File: src/rtl/context_mem_scheduler.sv
`default_nettype none
// ============================================================================
// Module      : context_mem_scheduler
// Description : Owns the single-port context RAM: start-up init sweep, then
//               read/write-back arbitration with a 1-entry write buffer and
//               RAW forwarding.
// Revision    : 1.0
// ============================================================================
module context_mem_scheduler #(
    parameter int               Q_length   = 9,
    parameter int               CTX_W      = 32,
    parameter int               NUM_CTX    = 365,
    parameter logic [CTX_W-1:0] INIT_VALUE = 'h00040001
) (
    input  logic                clk,
    input  logic                reset,
    input  logic                init_req,
    output logic                init_done,
    input  logic                rd_req,
    input  logic [Q_length-1:0] rd_q,
    output logic                rd_ready,
    output logic                rd_valid,
    output logic [CTX_W-1:0]    rd_data,
    output logic                rd_bypass,
    input  logic                wr_req,
    input  logic [Q_length-1:0] wr_q,
    input  logic [CTX_W-1:0]    wr_data,
    output logic                wr_ready,
    output logic                idle,
    output logic [Q_length-1:0] mem_addr,
    output logic                mem_re,
    output logic                mem_we,
    output logic [CTX_W-1:0]    mem_wdata,
    input  logic [CTX_W-1:0]    mem_rdata
);

    localparam logic [Q_length-1:0] c_last_ctx = Q_length'(NUM_CTX - 1);

    typedef enum logic [1:0] {
        S_PRE  = 2'd0,
        S_INIT = 2'd1,
        S_RUN  = 2'd2
    } state_t;

    state_t              r_state;
    logic [Q_length-1:0] r_cnt;
    logic                r_wb_valid;
    logic [Q_length-1:0] r_wb_q;
    logic [CTX_W-1:0]    r_wb_data;
    logic                r_rd_valid;
    logic                r_rd_bypass;
    logic [CTX_W-1:0]    r_rd_hold;

    logic             w_run;
    logic             w_active;
    logic             w_hit_wr;
    logic             w_hit_wb;
    logic             w_rd_ready;
    logic             w_rd_acc;
    logic             w_wr_acc;
    logic             w_bypass;
    logic             w_mem_rd;
    logic             w_drain;
    logic [CTX_W-1:0] w_fwd_data;

    assign w_run    = (r_state == S_RUN);
    // The cycle that restarts INIT accepts nothing and leaves the port idle.
    assign w_active = w_run && !init_req;

    assign w_hit_wr   = wr_req && (wr_q == rd_q);
    assign w_hit_wb   = r_wb_valid && (r_wb_q == rd_q);
    assign w_rd_ready = w_active && (!(r_wb_valid && wr_req) || w_hit_wr || w_hit_wb);
    assign w_rd_acc   = rd_req && w_rd_ready;
    assign w_wr_acc   = wr_req && w_active;
    assign w_bypass   = w_rd_acc && (w_hit_wr || w_hit_wb);
    assign w_mem_rd   = w_rd_acc && !(w_hit_wr || w_hit_wb);
    assign w_drain    = w_active && r_wb_valid && !w_mem_rd;
    assign w_fwd_data = w_hit_wr ? wr_data : r_wb_data;

    always_comb begin
        mem_re    = 1'b0;
        mem_we    = 1'b0;
        mem_addr  = '0;
        mem_wdata = '0;
        if (r_state == S_INIT) begin
            mem_we    = 1'b1;
            mem_addr  = r_cnt;
            mem_wdata = INIT_VALUE;
        end else if (w_mem_rd) begin
            mem_re   = 1'b1;
            mem_addr = rd_q;
        end else if (w_drain) begin
            mem_we    = 1'b1;
            mem_addr  = r_wb_q;
            mem_wdata = r_wb_data;
        end
    end

    assign init_done = w_run;
    assign idle      = w_run && !r_wb_valid;
    assign rd_ready  = w_rd_ready;
    assign wr_ready  = w_active;
    assign rd_valid  = r_rd_valid;
    assign rd_bypass = r_rd_bypass;
    // RAM data is live only in the valid cycle; otherwise the last word is held.
    assign rd_data   = (r_rd_valid && !r_rd_bypass) ? mem_rdata : r_rd_hold;

    always_ff @(posedge clk or negedge reset) begin
        if (!reset) begin
            r_state     <= S_PRE;
            r_cnt       <= '0;
            r_wb_valid  <= 1'b0;
            r_wb_q      <= '0;
            r_wb_data   <= '0;
            r_rd_valid  <= 1'b0;
            r_rd_bypass <= 1'b0;
            r_rd_hold   <= '0;
        end else begin
            case (r_state)
                S_PRE: begin
                    r_state <= S_INIT;
                    r_cnt   <= '0;
                end
                S_INIT: begin
                    if (r_cnt == c_last_ctx) begin
                        r_cnt   <= '0;
                        r_state <= S_RUN;
                    end else begin
                        r_cnt <= r_cnt + 1'b1;
                    end
                end
                S_RUN: begin
                    if (init_req) begin
                        r_state    <= S_INIT;
                        r_cnt      <= '0;
                        r_wb_valid <= 1'b0;
                    end else if (w_wr_acc) begin
                        r_wb_valid <= 1'b1;
                        r_wb_q     <= wr_q;
                        r_wb_data  <= wr_data;
                    end else if (w_drain) begin
                        r_wb_valid <= 1'b0;
                    end
                end
                default: r_state <= S_PRE;
            endcase

            r_rd_valid  <= w_rd_acc;
            r_rd_bypass <= w_bypass;
            if (w_bypass) begin
                r_rd_hold <= w_fwd_data;
            end else if (r_rd_valid && !r_rd_bypass) begin
                r_rd_hold <= mem_rdata;
            end
        end
    end

endmodule
`default_nettype wire
File: config.mk
export PLATFORM = sky130hd
export DESIGN_NAME = context_mem_scheduler
export DESIGN_NICKNAME = d
export VERILOG_FILES = /design/src/rtl/context_mem_scheduler.sv
export SDC_FILE = /design/constraint.sdc
export NUM_CORES = 1
export LEC_CHECK = 0
export BUFFER_PORTS_ARGS = -buffer_cell sky130_fd_sc_hd__buf_2
export CAP_MARGIN = 10
export CORE_MARGIN = 1
export CORE_UTILIZATION = 55
export CTS_CLUSTER_DIAMETER = 80
export CTS_CLUSTER_SIZE = 16
export DETAILED_ROUTE_END_ITERATION = 16
export PLACE_DENSITY = 0.86
export REMOVE_ABC_BUFFERS = 1
export SLEW_MARGIN = 40
export SYNTH_ARGS = -nofsm -noshare
export SYNTH_HDL_FRONTEND = slang
export SYNTH_SLANG_ARGS = --single-unit
File: constraint.sdc
create_clock -name clk -period 5.08 [get_ports clk]
set_clock_uncertainty 0.05 [all_clocks]
set_input_delay 1.27 -clock clk [delete_from_list [all_inputs] [get_ports clk]]
set_output_delay 1.27 -clock clk [all_outputs]
set_load 0.05 [all_outputs]
==> flow_summary.yaml, run 1 <==
drt:
  drtAntennaViolNets: 0
  vias: 3716
  drcViolationCount: 0
  first_iter_violations: 99
  avgRoutedWirePerCell_um: 17.61
  wl_um: 11810
  vias_per_cell: 5.538
  firstDrtPassIters: 4
clocking:
  clock-sinks: 87
  clk_path_buf_depth: 2
  numCtsBuffers: 9
  cts_tree: "done"
  post_cts.repair.setup_buffers: 0
  clk_pin_slew_ps: 80
  ctsRootBufferMaster: "clkbuf_8"
  cts_max_level: 3
  clk_latency_ps: 340
  ctsHoldBuffers: 0
  cts_resized: 0
place:
  port_buffers: 167
  place_congestion: 0.9017
  dp.cells: 656
  hpwl_um: 8498
synth:
  async_flop_share: 1.000
  synth-edff-count: 0
  synth_ff_type: "dfrtp_1"
  synth_cells: 394
  ys_warn_count: 0
  ys_seq_area_frac: 0.4382
  ys_types: 42
  synth_area_mm2: 0.004969
  synth-seq-cells: 87
  syn_avg_cell_area_um2: 12.61
layout:
  fillers: 644
  drive_gt1_frac: 0.5844
  n_antenna_cell: 0
  area_growth_pct: 23.14
  stdcell_count: 671
  finalNetCount: 648
setup_path:
  path_buf_inv: 3
  cp_data_required_time_ps: 3760
  startpoint_type: "primary input"
  cp.depth: 8
  ff2ff_path_depth: 6
  path_delay_family: "simple AND/OR/NAND/NOR gates"
  path_cells: "buf_2 -> xnor2_1 -> nand4_1 -> or3_1 -> a31oi_4 -> buf_4 -> a221o_1 -> buf_2"
  crit_fanout: 19
  cp_slowest_cell: "or3_1"
  crit_path_max_incr_delay_ps: 460
  cp.arrival_ps: 3140
  crit_type: "in2out"
  crit_top_cell: "buf_2"
  crit_path_end_kind: "primary output"
power_and_ir_drop:
  design_power_total_w: 0.001932
  irDropWorstVdd_uv: 290.6
  leakagePower_nw: 3.153
  cellPowerDensity_mw_per_mm2: 315.8
sta:
  fin_setup_tns_ps: 0
  slew_violations: 0
  finalSetupViolCount: 0
  rsz0062_at_grt: "false"
  min_period_ps: 4457
  slew_headroom: 0.5285
  fmax_mhz: 224.3
  worst_pin_slew_ps: 705.8
  holdWs_ps: 467.1
  finalHoldViolCount: 0
  timing.final.crit_share: 0.8774
global_route:
  grt_use_met1: 0.3297
  grt_max_degree: 46
  grt_pass1_wl_um: 19620
  grt_usage: 0.2595
  met3_usage: 0.03757
  grt_busiest_layer: "met2"
  grt_use_met2: 0.4637
  first_global_vias: 3935
  grt_overflow: 0
  antenna_found_initial: 0
die:
  die_y_um: 97.05
  rows: 34
  core_mm2: 0.008721
  io_pins: 168
  die_w_um: 97.05
  die-area_mm2: 0.009418
  start_util: 0.5697
worst_hold_path:
  holdPathStages: 1
  hp-class: "reg2reg"
job:
  drv_cap: 0
status:
  status: "completed"
==> sequential cells by signal (all words and copies together), names as in the netlist <==
name / count
r_cnt: 9
r_rd_hold: 32
r_state: 2
r_wb_data: 32
r_wb_q: 9
r_wb_valid: 1
rd_bypass: 1
rd_valid: 1
==> metal layers <==
metal  wire length (µm)  share of wire
met1               5023           0.43
met2               6124           0.52
met3                539          0.046
met4                125          0.011
met5                  0              0
==> placed cells by master (no fill, tap or decap), drive strengths merged, types with 4 or more instances in the layout <==
| master | count |
|---|---|
| buf | 174 |
| mux2 | 137 |
| dfrtp | 87 |
| and2 | 40 |
| xnor2 | 18 |
| nand2 | 12 |
| clkbuf | 10 |
| o21ai | 10 |
| a221o | 9 |
| nor2 | 7 |
| inv | 6 |
| nand4 | 6 |
| nand2b | 5 |
| nand3 | 4 |
| nor2b | 4 |
==> path summary, 6_finish.rpt <==
kind	startpoint	to	slack [ps]
worst min register to register	r_cnt[8]$_DFFE_PN0P_	r_cnt[8]$_DFFE_PN0P_	470
worst min-delay path	r_cnt[8]$_DFFE_PN0P_	r_cnt[8]$_DFFE_PN0P_	470
worst max-delay path	rd_q[5]	mem_addr[7]	620
worst max register to register	r_wb_q[5]$_DFFE_PN0P_	r_rd_hold[10]$_DFF_PN0_	2770
min in group asynchronous	reset	r_rd_hold[3]$_DFF_PN0_	850
max in group asynchronous	reset	r_wb_data[0]$_DFFE_PN0P_	3130
==> synthesized netlist by cell type, types with 4 or more instances <==
library cell	number	share of area
o21ai_0	9	0.0091
clkbuf_1	5	0.0038
nand2_1	12	0.0091
buf_2	5	0.0050
nor2_1	7	0.0053
nand2b_1	5	0.0063
dfrtp_1	87	0.44
xnor2_1	18	0.032
mux2_2	103	0.23
mux2_4	29	0.088
nor2b_1	4	0.0050
nand3_1	4	0.0040
nand4_1	6	0.0076
and2_1	40	0.050
buf_6	4	0.0091
inv_1	6	0.0045
a221o_1	9	0.018
mux2_1	5	0.011
==> cell families after synthesis <==
kind of cell / Yosys count / synth area share
AO/OA/AOI/OAI: 35 / 0.05742
flip-flops: 87 / 0.4382
multiplexers: 137 / 0.3324
adder cells (fa/ha/maj): 2 / 0.005036
AND/OR/NAND/NOR: 88 / 0.1043
buffers and inverters: 26 / 0.02921
XOR/XNOR: 19 / 0.03349
==> power breakdown <==
| group | total, W | switching [W] | internal, W |
|---|---|---|---|
| sequential | 0.000834 | 0.0000747 | 0.000759 |
| combinational | 0.000565 | 0.000358 | 0.000207 |
| clock | 0.000533 | 0.000244 | 0.000289 |
==> stage by stage <==
step / utilization / instance area [µm²] / setup slack, ps
finish: 0.7016 / 6118 / 622.6
global route: 0.7016 / 6118 / 545.2
CTS: 0.7000 / 6105 / 620.7
detailed placement: 0.6747 / 5884 / 634.6
global placement: 0.6747 / 5884 / 704.0
floorplan: - / 4846 / 260.2
==> worst register-to-register path, delay by kind of cell, from the launching register on <==
family	cells	cell delay, ps
flip-flops	1	410
XOR/XNOR	1	180
buffers and inverters	1	340
AND/OR/NAND/NOR	2	750
AO/OA/AOI/OAI	1	60
multiplexers	1	400
==> final cells by class <==
type / count / area [µm²] / area share
clock inverters: 5 / 82.58 / 0.01350
well taps: 108 / 135.1 / 0.02209
flip-flops and latches: 87 / 2177 / 0.3558
clock buffers: 10 / 137.6 / 0.02249
repair buffers: 174 / 890.9 / 0.1456
multi-input cells: 281 / 2673 / 0.4368
inverters: 6 / 22.52 / 0.003681
No activity file was read; power rests on OpenSTA's default activity.
==> inputs of run 2 (changes only) <==
--- a/config.mk
+++ b/config.mk
@@ -5,6 +5,7 @@
 export SDC_FILE = /design/constraint.sdc
 export NUM_CORES = 1
 export LEC_CHECK = 0
+export ABC_AREA = 1
 export BUFFER_PORTS_ARGS = -buffer_cell sky130_fd_sc_hd__buf_2
 export CAP_MARGIN = 10
 export CORE_MARGIN = 1
==> run 2 against run 1 <==
Routed wire length increased by 11%. Critical path depth rose by 7. Sequential power is 35% higher. Largest power group is now combinational logic.
==> flow_summary.yaml, run 2 <==
global_route:
  grt_max_degree: 88
  first_global_vias: 4857
  antenna_found_initial: 0
  grt_pass1_wl_um: 22310
  grt_usage: 0.2880
  grt_overflow: 0
clocking:
  clk_path_buf_depth: 2
  cts_max_level: 3
  clock-sinks: 87
  ctsRootBufferMaster: "clkbuf_8"
  clk_pin_slew_ps: 80
  post_cts.repair.setup_buffers: 0
  cts_tree: "done"
  ctsHoldBuffers: 0
  numCtsBuffers: 9
  cts_resized: 0
  clk_latency_ps: 360
sta:
  finalSetupViolCount: 0
  holdWs_ps: 446.5
  rsz0062_at_grt: "false"
  slew_violations: 0
  slew_headroom: 0.5050
  fmax_mhz: 222.5
  min_period_ps: 4495
  fin_setup_tns_ps: 0
  timing.final.crit_share: 0.8849
  worst_pin_slew_ps: 740.8
  finalHoldViolCount: 0
place:
  hpwl_um: 9252
  place_congestion: 0.8883
  dp.cells: 966
  port_buffers: 167
layout:
  area_growth_pct: 21.26
  fillers: 729
  layout_commonest_cell: "nand2_1"
  final_cell_mix: "nand2_1 (187), buf_2 (166), inv_1 (101)"
  n_antenna_cell: 0
  finalNetCount: 958
  stdcell_count: 982
  top_regs: "r_rd_hold x32, r_wb_data x32"
  drive_gt1_frac: 0.2300
synth:
  async_flop_share: 1.000
  synth-seq-cells: 87
  synth-edff-count: 0
  yosys-top-cells-count: "nand2_1 (189), inv_1 (101), dfrtp_1 (87)"
  syn_avg_cell_area_um2: 6.929
  ys_warn_count: 0
  synth_ff_type: "dfrtp_1"
  synth_top_cell_by_area: "dfrtp_1"
  ys_types: 32
  synth_cells: 721
  yosysMostFrequentCell: "nand2_1"
  synth_top_area_frac: 0.4358
  synth_area_mm2: 0.004996
  yosys-top-cells-area: "dfrtp_1 (44%), nand2_1 (14%), inv_1 (7.6%)"
  ys_seq_area_frac: 0.4358
drt:
  drcViolationCount: 0
  drtAntennaViolNets: 0
  vias_per_cell: 5.203
  avgRoutedWirePerCell_um: 13.35
  first_iter_violations: 221
  wl_um: 13110
  vias: 5109
  firstDrtPassIters: 7
power_and_ir_drop:
  power.share.switching: 0.4896
  design_power_total_w: 0.003354
  pwr-share-clk: 0.144
  p_seq_frac: 0.336
  p_sw_w: 0.001642
  irDropWorstVdd_uv: 258.3
  leakagePower_nw: 3.294
  comb_power_share: 0.520
  internal-power_w: 0.001712
  cellPowerDensity_mw_per_mm2: 553.7
die:
  start_util: 0.5701
  die_y_um: 97.31
  io_pins: 168
  rows: 34
  core_mm2: 0.008763
  die_w_um: 97.31
  die-area_mm2: 0.009469
worst_hold_path:
  holdPathStages: 2
  hp-class: "reg2reg"
setup_path:
  crit_type: "in2out"
  crit_fanout: 40
  startpoint_type: "primary input"
  crit_path_end_kind: "primary output"
  cp.arrival_ps: 3180
  cp_data_required_time_ps: 3760
  ff2ff_path_depth: 8
job:
  drv_cap: 0
status:
  status: "completed"
==> run 2: routing by layer <==
layer | GRT usage | wire [µm] | share of wire | vias to the layer above
li1 | - | - | - | 2528
met1 | 0.3865 | 5763 | 0.44 | 2364
met4 | 0.07805 | 134 | 0.010 | 0
met5 | 0 | 0 | 0 | -
met2 | 0.4892 | 6364 | 0.49 | 204
met3 | 0.04317 | 847 | 0.065 | 13
==> run 2: logic make-up after synthesis <==
kind of cell / Yosys count / synth area share
flip-flops: 87 / 0.4358
AO/OA/AOI/OAI: 126 / 0.1325
buffers and inverters: 143 / 0.1147
AND/OR/NAND/NOR: 357 / 0.3010
adder cells (fa/ha/maj): 2 / 0.005008
multiplexers: 1 / 0.002254
XOR/XNOR: 5 / 0.008767
==> run 2: critical path, stage by stage <==
cell and delay, ps:
buf_2 100, inv_1 80, nand2_1 50, nand2_1 60
nor2_1 40, nand3_1 120, nor2_4 60, nor2_2 200
nand4_1 150, nand2_1 90, buf_4 400, inv_1 160
nand2_1 90, nand3_1 60, buf_2 210
==> run 2: area by class of cell <==
cell class | instances | area [µm²] | area share
multi-input combinational | 491 | 2258 | 0.3728
sequential | 87 | 2177 | 0.3594
timing repair buffer | 173 | 889.6 | 0.1468
inverter | 107 | 401.6 | 0.06629
tap | 108 | 135.1 | 0.02230
clock buffer | 10 | 127.6 | 0.02107
clock inverter | 6 | 68.82 | 0.01136
==> run 2: power groups by stage <==
stage	Sequential [W]	Clock [W]	Combinational [W]
after floorplan	0.00111	0	0.00135
after global placement	0.00113	0	0.00170
after detailed placement	0.00114	0	0.00174
after CTS	0.00112	0.000500	0.00175
after global routing	0.00116	0.000526	0.00192
final	0.00113	0.000484	0.00174
==> run 2: worst paths after layout <==
path                                              from                       to  slack [ps]
worst max register to register  r_state[0]$_DFFE_PN0P_   r_rd_hold[7]$_DFF_PN0_        2530
worst min register to register   r_wb_q[0]$_DFFE_PN0P_    r_wb_q[0]$_DFFE_PN0P_         450
worst max-delay path                           wr_q[0]              mem_addr[8]         580
min in group asynchronous                        reset  r_rd_hold[20]$_DFF_PN0_         880
worst min-delay path             r_wb_q[0]$_DFFE_PN0P_    r_wb_q[0]$_DFFE_PN0P_         450
max in group asynchronous                        reset    r_wb_q[2]$_DFFE_PN0P_        3600
==> run 2: stage by stage <==
stage / instance area (µm²) / setup WS (ps) / utilization
detailed placement: 5859 / 596.5 / 0.6686
floorplan: 4825 / -238.9 / -
CTS: 6056 / 595.4 / 0.6910
global placement: 5853 / 646.9 / 0.6679
global route: 6058 / 378.6 / 0.6913
finish: 6058 / 584.6 / 0.6913
==> inputs of run 3 (changes only) <==
--- a/config.mk
+++ b/config.mk
@@ -6,14 +6,14 @@
 export NUM_CORES = 1
 export LEC_CHECK = 0
 export ABC_AREA = 1
-export BUFFER_PORTS_ARGS = -buffer_cell sky130_fd_sc_hd__buf_2
 export CAP_MARGIN = 10
 export CORE_MARGIN = 1
-export CORE_UTILIZATION = 55
+export CORE_UTILIZATION = 65
 export CTS_CLUSTER_DIAMETER = 80
 export CTS_CLUSTER_SIZE = 16
 export DETAILED_ROUTE_END_ITERATION = 16
-export PLACE_DENSITY = 0.86
+export DONT_BUFFER_PORTS = 1
+export PLACE_DENSITY = 0.81
 export REMOVE_ABC_BUFFERS = 1
 export SLEW_MARGIN = 40
 export SYNTH_ARGS = -nofsm -noshare
==> run 3 against run 2 <==
Global-route usage grew 1.4 points. Cell area decreased by 7.3%. Power decreased by 2.1%. Critical path depth down 1. Worst setup slack better by 310 ps. Register-to-register slack worse by 150 ps. First-iteration DRC count is 4.5% higher. Highest routed layer unchanged. Via count decreased by 9.8%. Sequential share of layout area increased by 2.9 points. Critical endpoint unchanged. Die area fell by 15%.
==> flow_summary.yaml, run 3 (same netlist as run 2, synthesis figures left out) <==
status:
  status: "completed"
setup_path:
  ff2ff_path_depth: 10
  crit_fanout: 17
  timing.rr.start: "r_state[1]$_DFFE_PN0P_"
  r2r_slack_ps: 2380
  startpoint_type: "primary input"
  crit_path_max_incr_delay_ps: 240
  reg2reg_to: "r_rd_hold[3]$_DFF_PN0_"
  cp_slowest_cell: "buf_4"
  path_cells: "inv_1 -> nand2_1 -> nand2_1 -> nor2_1 -> nand3_1 -> nor2_4 -> nor2_2 -> nand4_1 -> nand2_1 -> buf_4 -> inv_1 -> nand2_1 -> nand3_1 -> buf_12"
  cp_data_required_time_ps: 3760
  cp.arrival_ps: 2860
  crit_top_cell: "nand2_1"
  crit_path_end_kind: "primary output"
  crit_type: "in2out"
worst_hold_path:
  holdPathStages: 1
  hold_end: "r_state[0]$_DFFE_PN0P_"
  hp-class: "reg2reg"
  min_from: "r_state[0]$_DFFE_PN0P_"
clocking:
  ctsHoldBuffers: 0
  cts_tree: "done"
  numCtsBuffers: 9
  cts_resized: 0
  clock-sinks: 87
  clk_latency_ps: 350
  clk_path_buf_depth: 2
  ctsRootBufferMaster: "clkbuf_8"
  post_cts.repair.setup_buffers: 0
  cts_max_level: 3
  clk_pin_slew_ps: 80
sta:
  holdWs_ps: 431.0
  finalHoldViolCount: 0
  worst_pin_slew_ps: 704.3
  slew_headroom: 0.5287
  fmax_mhz: 239.0
  finalSetupViolCount: 0
  min_period_ps: 4185
  slew_violations: 0
  setup_ws_ps: 895.2
  timing.final.crit_share: 0.8238
  rsz0062_at_grt: "false"
die:
  start_util: 0.6815
  io_pins: 168
  rows: 31
  die_w_um: 89.67
  die_y_um: 89.67
  core_mm2: 0.007331
  die-area_mm2: 0.008041
layout:
  final_cell_mix: "nand2_1 (188), inv_1 (100), dfrtp_1 (86)"
  top_regs: "r_rd_hold x32, r_wb_data x32"
  drive_gt1_frac: 0.1077
  area_growth_pct: 12.45
  n_antenna_cell: 0
  finalNetCount: 836
  layout_commonest_cell: "nand2_1"
  fillers: 564
  stdcell_count: 851
drt:
  vias: 4606
  first_iter_violations: 231
  avgRoutedWirePerCell_um: 13.92
  vias_per_cell: 5.412
  wl_um: 11840
  firstDrtPassIters: 4
  drtAntennaViolNets: 0
  drcViolationCount: 0
global_route:
  grt_overflow: 0
  grt_usage: 0.3018
  grt_pass1_wl_um: 18560
  grt_max_degree: 88
  first_global_vias: 4307
  antenna_found_initial: 0
job:
  drv_cap: 0
place:
  place_ws_ps: 909.8
  hpwl_um: 8414
  port_buffers: 0
  place_congestion: 0.8414
  dp.cells: 835
power_and_ir_drop:
  irDropWorstVdd_uv: 420.4
  leakagePower_nw: 2.824
  cellPowerDensity_mw_per_mm2: 584.6
## run 3: layout make-up
type | instances | area, µm² | area share
tap | 99 | 123.9 | 0.02205
clock inverter | 6 | 92.59 | 0.01648
timing repair buffer | 51 | 432.9 | 0.07706
clock buffer | 10 | 127.6 | 0.02272
multi-input combinational | 491 | 2258 | 0.4020
inverter | 107 | 401.6 | 0.07149
sequential | 87 | 2181 | 0.3882
## run 3: worst max-delay path, delay by kind of cell
kind	cells	cell delay (ps)
simple gates	10	990
buf+inv	4	610
## run 3: metal layers
| metal | GRT usage | up-vias | share of wire |
|---|---|---|---|
| met2 | 0.5165 | 179 | 0.50 |
| met4 | 0.1515 | 0 | 0.028 |
| met1 | 0.3668 | 2101 | 0.41 |
| li1 | - | 2292 | - |
| met3 | 0.05576 | 34 | 0.066 |
| met5 | 0 | - | 0 |
## run 3: power by group
group          total (W)  internal, W  switching, W  leakage, nW
registers        0.00113      0.00100      0.000129         1.01
logic            0.00162     0.000416       0.00120         1.71
clock network   0.000536     0.000280      0.000256        0.103
total            0.00328      0.00170       0.00159         2.82
## run 3: metrics by stage
step	setup TNS, ps	utilization	area [µm²]	total power, W
after global placement	0	0.7356	5393	0.002703
after floorplan	-4235	-	4825	0.002460
after detailed placement	0	0.7356	5393	0.002756
after CTS	0	0.7657	5613	0.003295
final	0	0.7663	5618	0.003284
after global routing	0	0.7663	5618	0.003512
## run 3: worst max path at each step
stage	end	slack [ps]	start
2_1_floorplan	mem_addr[0]	-240	wr_q[0]
3_3_place_gp	mem_addr[7]	960	wr_q[0]
3_5_place_dp	mem_addr[7]	910	wr_q[0]
4_1_cts	mem_addr[8]	900	wr_q[0]
5_1_grt	mem_addr[7]	770	rd_q[7]
6_report	mem_addr[8]	900	wr_q[0]
